[config.mk]
export PLATFORM = sky130hd
export DESIGN_NAME = img_rx_pack_wr
export DESIGN_NICKNAME = d
export VERILOG_FILES = /design/src/rtl/img_rx_pkg.sv /design/src/rtl/img_rx_timeout.sv /design/src/rtl/img_rx_pack_wr.sv
export SDC_FILE = /design/constraint.sdc
export NUM_CORES = 1
export LEC_CHECK = 0
export ABC_AREA = 1
export BUFFER_PORTS_ARGS = -buffer_cell sky130_fd_sc_hd__buf_2
export CORE_MARGIN = 1
export CORE_UTILIZATION = 40
export CTS_BUF_LIST = sky130_fd_sc_hd__clkbuf_4
export CTS_CLUSTER_DIAMETER = 200
export DETAILED_ROUTE_END_ITERATION = 8
export PLACE_DENSITY = 0.7
export SYNTH_ARGS = -nofsm -noshare
export SYNTH_HDL_FRONTEND = slang
export SYNTH_SLANG_ARGS = --single-unit
[constraint.sdc]
create_clock -name Clk -period 2.1 [get_ports Clk]
set_clock_uncertainty 0.15 [all_clocks]
set_input_delay 0.105 -clock Clk [delete_from_list [all_inputs] [get_ports Clk]]
set_output_delay 0.105 -clock Clk [all_outputs]
set_load 0.05 [all_outputs]
[src/rtl/img_rx_pkg.sv]
// Shared types and helpers for the UART-to-RAM image writer.
package img_rx_pkg;

    localparam int BYTE_W = 8;

    typedef enum logic [1:0] {
        S_IDLE = 2'd0,
        S_FILL = 2'd1,
        S_WR   = 2'd2
    } state_t;

    function automatic int data_w(input int bytes_per_word);
        return BYTE_W * bytes_per_word;
    endfunction

endpackage

[src/rtl/img_rx_timeout.sv]
// Inter-byte gap counter: clears on i_clr, counts while i_en, pulses o_expire
// on the cycle the count reaches TIMEOUT_CYC-1.
module img_rx_timeout #(
    parameter int unsigned TIMEOUT_CYC = 50000
) (
    input  logic i_clk,
    input  logic i_rst,
    input  logic i_clr,
    input  logic i_en,
    output logic o_expire
);

    localparam int unsigned CNT_W = (TIMEOUT_CYC > 1) ? $clog2(TIMEOUT_CYC) : 1;
    localparam logic [CNT_W-1:0] LAST = CNT_W'(TIMEOUT_CYC - 1);

    logic [CNT_W-1:0] r_cnt;
    logic             w_hit;

    assign w_hit    = i_en && !i_clr && (r_cnt == LAST);
    assign o_expire = w_hit;

    always_ff @(posedge i_clk or posedge i_rst) begin
        if (i_rst) begin
            r_cnt <= '0;
        end else if (i_clr || w_hit) begin
            r_cnt <= '0;
        end else if (i_en) begin
            r_cnt <= r_cnt + 1'b1;
        end
    end

endmodule

[src/rtl/img_rx_pack_wr.sv]
// Packs received UART bytes into pixel words and writes them to the frame RAM.
// Define IMG_RX_TIMEOUT_EN to discard a partial word after an inter-byte gap.
module img_rx_pack_wr
    import img_rx_pkg::*;
#(
    parameter int unsigned BYTES_PER_WORD = 2,
    parameter int unsigned ADDR_W         = 16,
    parameter int unsigned FRAME_WORDS    = 16384,
    parameter bit          MSB_FIRST      = 1'b1,
    parameter int unsigned TIMEOUT_CYC    = 50000,
    localparam int unsigned DATA_W        = data_w(BYTES_PER_WORD)
) (
    input  logic              Clk,
    input  logic              Reset,
    input  logic [BYTE_W-1:0] rx_data,
    input  logic              Rx_Done,
    input  logic              soft_clr,
    output logic              ram_wr_en,
    output logic [ADDR_W-1:0] ram_wr_addr,
    output logic [DATA_W-1:0] ram_wr_data,
    output logic              frame_done,
    output logic [7:0]        frame_cnt,
    output logic              partial_drop
);

    localparam logic [1:0]        LAST_IDX = 2'(BYTES_PER_WORD - 1);
    localparam logic [ADDR_W-1:0] END_ADDR = ADDR_W'(FRAME_WORDS - 1);

    state_t            r_state;
    logic [1:0]        r_byte_idx;
    logic [ADDR_W-1:0] r_word_addr;
    logic [DATA_W-1:0] w_word;
    logic              w_accept;
    logic              w_last;
    logic              w_addr_end;
    logic              w_expire;

    assign w_accept   = Rx_Done && !soft_clr && !w_expire;
    assign w_last     = (r_byte_idx == LAST_IDX);
    assign w_addr_end = (r_word_addr == END_ADDR);

    // Only the bytes still waiting for completion are stored; the incoming
    // byte is merged combinationally, giving the same word as a full-width shift.
    if (BYTES_PER_WORD == 1) begin : g_nopack
        assign w_word = rx_data;
    end else begin : g_pack
        logic [DATA_W-BYTE_W-1:0] r_pack;

        if (MSB_FIRST) begin : g_msb
            assign w_word = {r_pack, rx_data};
        end else begin : g_lsb
            assign w_word = {rx_data, r_pack};
        end

        always_ff @(posedge Clk or posedge Reset) begin
            if (Reset) begin
                r_pack <= '0;
            end else if (w_accept) begin
                r_pack <= MSB_FIRST ? w_word[DATA_W-BYTE_W-1:0] : w_word[DATA_W-1:BYTE_W];
            end
        end
    end

`ifdef IMG_RX_TIMEOUT_EN
    img_rx_timeout #(
        .TIMEOUT_CYC(TIMEOUT_CYC)
    ) u_timeout (
        .i_clk    (Clk),
        .i_rst    (Reset),
        .i_clr    (Rx_Done),
        .i_en     (r_state == S_FILL),
        .o_expire (w_expire)
    );
`else
    assign w_expire = 1'b0;
`endif

    always_ff @(posedge Clk or posedge Reset) begin
        if (Reset) begin
            r_state      <= S_IDLE;
            r_byte_idx   <= '0;
            r_word_addr  <= '0;
            ram_wr_en    <= 1'b0;
            ram_wr_addr  <= '0;
            ram_wr_data  <= '0;
            frame_done   <= 1'b0;
            frame_cnt    <= '0;
            partial_drop <= 1'b0;
        end else begin
            ram_wr_en    <= 1'b0;
            frame_done   <= 1'b0;
            partial_drop <= 1'b0;
            if (soft_clr) begin
                partial_drop <= (r_byte_idx != '0) || (r_state == S_FILL);
                r_state      <= S_IDLE;
                r_byte_idx   <= '0;
                r_word_addr  <= '0;
            end else if (w_expire) begin
                partial_drop <= 1'b1;
                r_state      <= S_IDLE;
                r_byte_idx   <= '0;
            end else if (Rx_Done) begin
                if (w_last) begin
                    // Address advances as the write issues; the write itself uses the old value.
                    r_state     <= S_WR;
                    r_byte_idx  <= '0;
                    ram_wr_en   <= 1'b1;
                    ram_wr_addr <= r_word_addr;
                    ram_wr_data <= w_word;
                    frame_done  <= w_addr_end;
                    r_word_addr <= w_addr_end ? '0 : r_word_addr + 1'b1;
                    if (w_addr_end) begin
                        frame_cnt <= frame_cnt + 1'b1;
                    end
                end else begin
                    r_state    <= S_FILL;
                    r_byte_idx <= r_byte_idx + 1'b1;
                end
            end else if (r_state == S_WR) begin
                r_state <= S_IDLE;
            end
        end
    end

endmodule

==> metrics.md <==
| Metric | Value |
|---|---|
| Post-Synthesis Cell Area | 3180 sq um |
| Hold Path Class | primary input to async pin |
| Setup TNS Final | 0 ps |
| Critical Path AT | 2000 ps |
| Maxcap violations | 0 |
| CTS tree | yes |
| Postcts setup bufs | 0 |
| Synth warnings | 0 |
| Largest net degree at the start of global routing | 43 |
| Worst-path clk slew | 110 ps |
| GP Congestion | 0.893 |
| Syn Inst Count | 369 |
| # diodes | 0 |
| Compound-gate portion of the synthesized area | 9.48% |
| Longest Clk Path Bufs | 2 |
| Adder-Cell Fraction of Synth Area | 0.787% |
| Cts repair resizes | 0 |
| Vias post-DR | 2619 |
| Share of layout cells above drive strength 1 | 22.1% |
| Synth Area in XOR/XNOR | 2.75% |
| Initial Util | 41.2% |
| Register area share after synthesis | 55.9% |
| Pwr dens | 810 nW/um^2 |
| Largest family of logic cells by synthesized area | simple AND/OR/NAND/NOR gates |
| Grt ovf | 0 |
| Average size of a mapped cell | 8.62 sq um |
| Remaining antenna violation count | 0 |
| CP Max Fanout | 13 |
| H-tree depth | 3 |
| Relative slew margins | 58.3% |
| Detail Placement HPWL | 4.82 mm |
| Die W | 91.2 microns |
| Post-Route WL | 6.90 mm |
| # rows | 32 |
| Number of synthesized flops with an enable pin | 0 |
| Predominant post-synthesis flop cell | dfrtp_1 |
| Fin crit period | 1830 ps |
| First-pass GRT wire length | 12.2 mm |
| Setup violations, final | 0 |
| Clk sinks | 71 |
| CP startpoint kind | register |
| Final worst setup slack | 268 ps |
| Fmax | 546 MHz |
| VDD IR-drop max | 461 uV |
| DRT iter0 DRCs | 119 |
| Nets | 458 |
| LEAKAGE | 0.00198 uW |
| Number of global-route vias before repair | 2562 |
| Initial DRT Pass Iterations | 4 |
| Core Area | 7730 sq um |
| Vias per cell | 4.76 |
| WS Path Type | register to register |
| Seq cells post-synth | 71 |
| Die footprint | 8310 sq um |
| # IOs | 55 |
| Worst slack, placed | 291 ps |
| Final slew viol count | 0 |
| Area Overhead vs Synth | 21.6% |
| CTS Buf Count | 9 |
| DRC viols | 0 |
| Avg WL per Cell | 12.5 microns |
| Final worst-path cycle share | 87.3% |
| Multiplexer area fraction after synthesis | 0% |
| Chip height | 91.2 microns |
| Synth cell types | 31 |
| Fin. Hold Viols | 0 |
| Required time of the critical path | 2270 ps |
| Crit. End Element | register |
| Port buffer count | 54 |
| GRT Resource Usage Total | 18.8% |
| Syn Nets | 383 |
| RSZ-0062 raised after global routing | no |
| Simple-Gate Fraction of Synth Area | 24.3% |
| Tightest Pin Transition | 625 ps |
| Initial antenna violation count | 0 |
| Worst-skew pair later-pin latency | 430 ps |
| Outcome | complete, no violations |
| Async set-reset flop share out of synthesis | 100% |
| Root Buffer | clkbuf_4 |
-- stage by stage --
step,cells,util [%],total power [uW],area (sq um),hold slack [ps]
2_1_floorplan,369,-,2010,3180,25.5
3_3_place_gp,524,46.6,2170,3600,57.1
3_5_place_dp,524,46.6,2180,3600,73.2
4_1_cts,550,50.0,3170,3870,137
5_1_grt,550,50.0,3280,3870,196
6_report,550,50.0,3130,3870,156
-- routing by layer --
| layer | GRT usage, % | vias up | routed length [microns] |
|---|---|---|---|
| li1 | - | 1316 | - |
| met1 | 24.6 | 1237 | 3250 |
| met2 | 30.0 | 56 | 3250 |
| met3 | 4.52 | 10 | 283 |
| met4 | 7.80 | 0 | 106 |
| met5 | 0 | - | 0 |
-- flip-flops by register name (all words and copies together), names as in the netlist --
name           cells
r_word_addr       16
frame_done         1
r_byte_idx         2
r_state            2
partial_drop       1
ram_wr_data       16
frame_cnt          8
g_pack.r_pack      8
ram_wr_en          1
ram_wr_addr       16
-- critical path, cell delays in order (launching register included) --
cell	delay, ps
dfrtp_1	410
ha_1	240
nand2_2	90
nor2_4	150
nand2_4	80
nor2_2	110
nand3_2	260
nand2_1	160
o21ai_2	60
-- cells in the final DEF, fill, tap and decap left out, drive strengths merged, types with 3 or more instances in the layout --
master       count
o21ai           41
nand2          130
xor2             7
clkinv           3
nand3           19
dlygate4sd3     11
nand4            3
o22ai            7
buf             61
nor2            23
clkbuf           9
inv             47
xnor2            3
dfrtp           71
-- worst paths after layout --
path	startpoint	to	slack [ps]	cells past startpoint
worst max-delay path	r_word_addr[1]	frame_cnt[6]	270	8
worst min register to register	ram_wr_data[6]	ram_wr_data[6]	330	2
worst max register to register	r_word_addr[1]	frame_cnt[6]	270	8
min in group Clk	rx_data[6]	ram_wr_data[6]	280	4
max in group asynchronous	Reset	frame_cnt[4]	920	4
worst min-delay path	Reset	r_word_addr[15]	160	3
-- logic make-up (layout without fill, tap and decap cells) --
family / Yosys count / count (layout)
buffers and inverters: 55 / 134
flip-flops: 71 / 71
AO/OA/AOI/OAI: 53 / 53
adder cells (fa/ha/maj): 2 / 2
XOR/XNOR: 10 / 10
AND/OR/NAND/NOR: 178 / 178
-- where the power goes --
| part | total [uW] | internal (uW) | switching, uW |
|---|---|---|---|
| registers | 1540 | 1480 | 58.9 |
| logic | 629 | 144 | 485 |
| clock network | 966 | 474 | 492 |
| total | 3130 | 2100 | 1040 |
-- Yosys cell counts (2+ instances only) --
| library cell | instances | area share, % |
|---|---|---|
| ha_1 | 2 | 0.79 |
| nand4_1 | 3 | 0.59 |
| inv_1 | 44 | 5.2 |
| xnor2_1 | 3 | 0.83 |
| clkbuf_1 | 3 | 0.35 |
| o22ai_1 | 7 | 1.4 |
| buf_2 | 3 | 0.47 |
| nor2_2 | 4 | 0.79 |
| o21ai_1 | 23 | 3.6 |
| nand2_2 | 5 | 0.98 |
| nor3_1 | 2 | 0.31 |
| dfrtp_1 | 71 | 56 |
| xor2_1 | 7 | 1.9 |
| nor2_1 | 16 | 1.9 |
| inv_2 | 3 | 0.35 |
| nor2_4 | 2 | 0.71 |
| o21ai_2 | 5 | 1.4 |
| nand3_1 | 18 | 2.8 |
| nand2_1 | 124 | 15 |
| o21ai_0 | 13 | 2.0 |
-- repair_timing --
action | in CTS | in global routing
setup endpoints to repair | 0 | 0
hold buffers | 11 | 0
hold endpoints to repair | 49 | 0
-- area by class of cell --
type,count,area [sq um]
clock buffers,9,67.6
multi-input cells,243,1190
flip-flops and latches,71,1780
fillers,751,3860
clock inverters,6,86.3
inverters,47,176
repair buffers,72,445
well taps,102,128
Note: power is estimated with default switching activity, not from simulation.
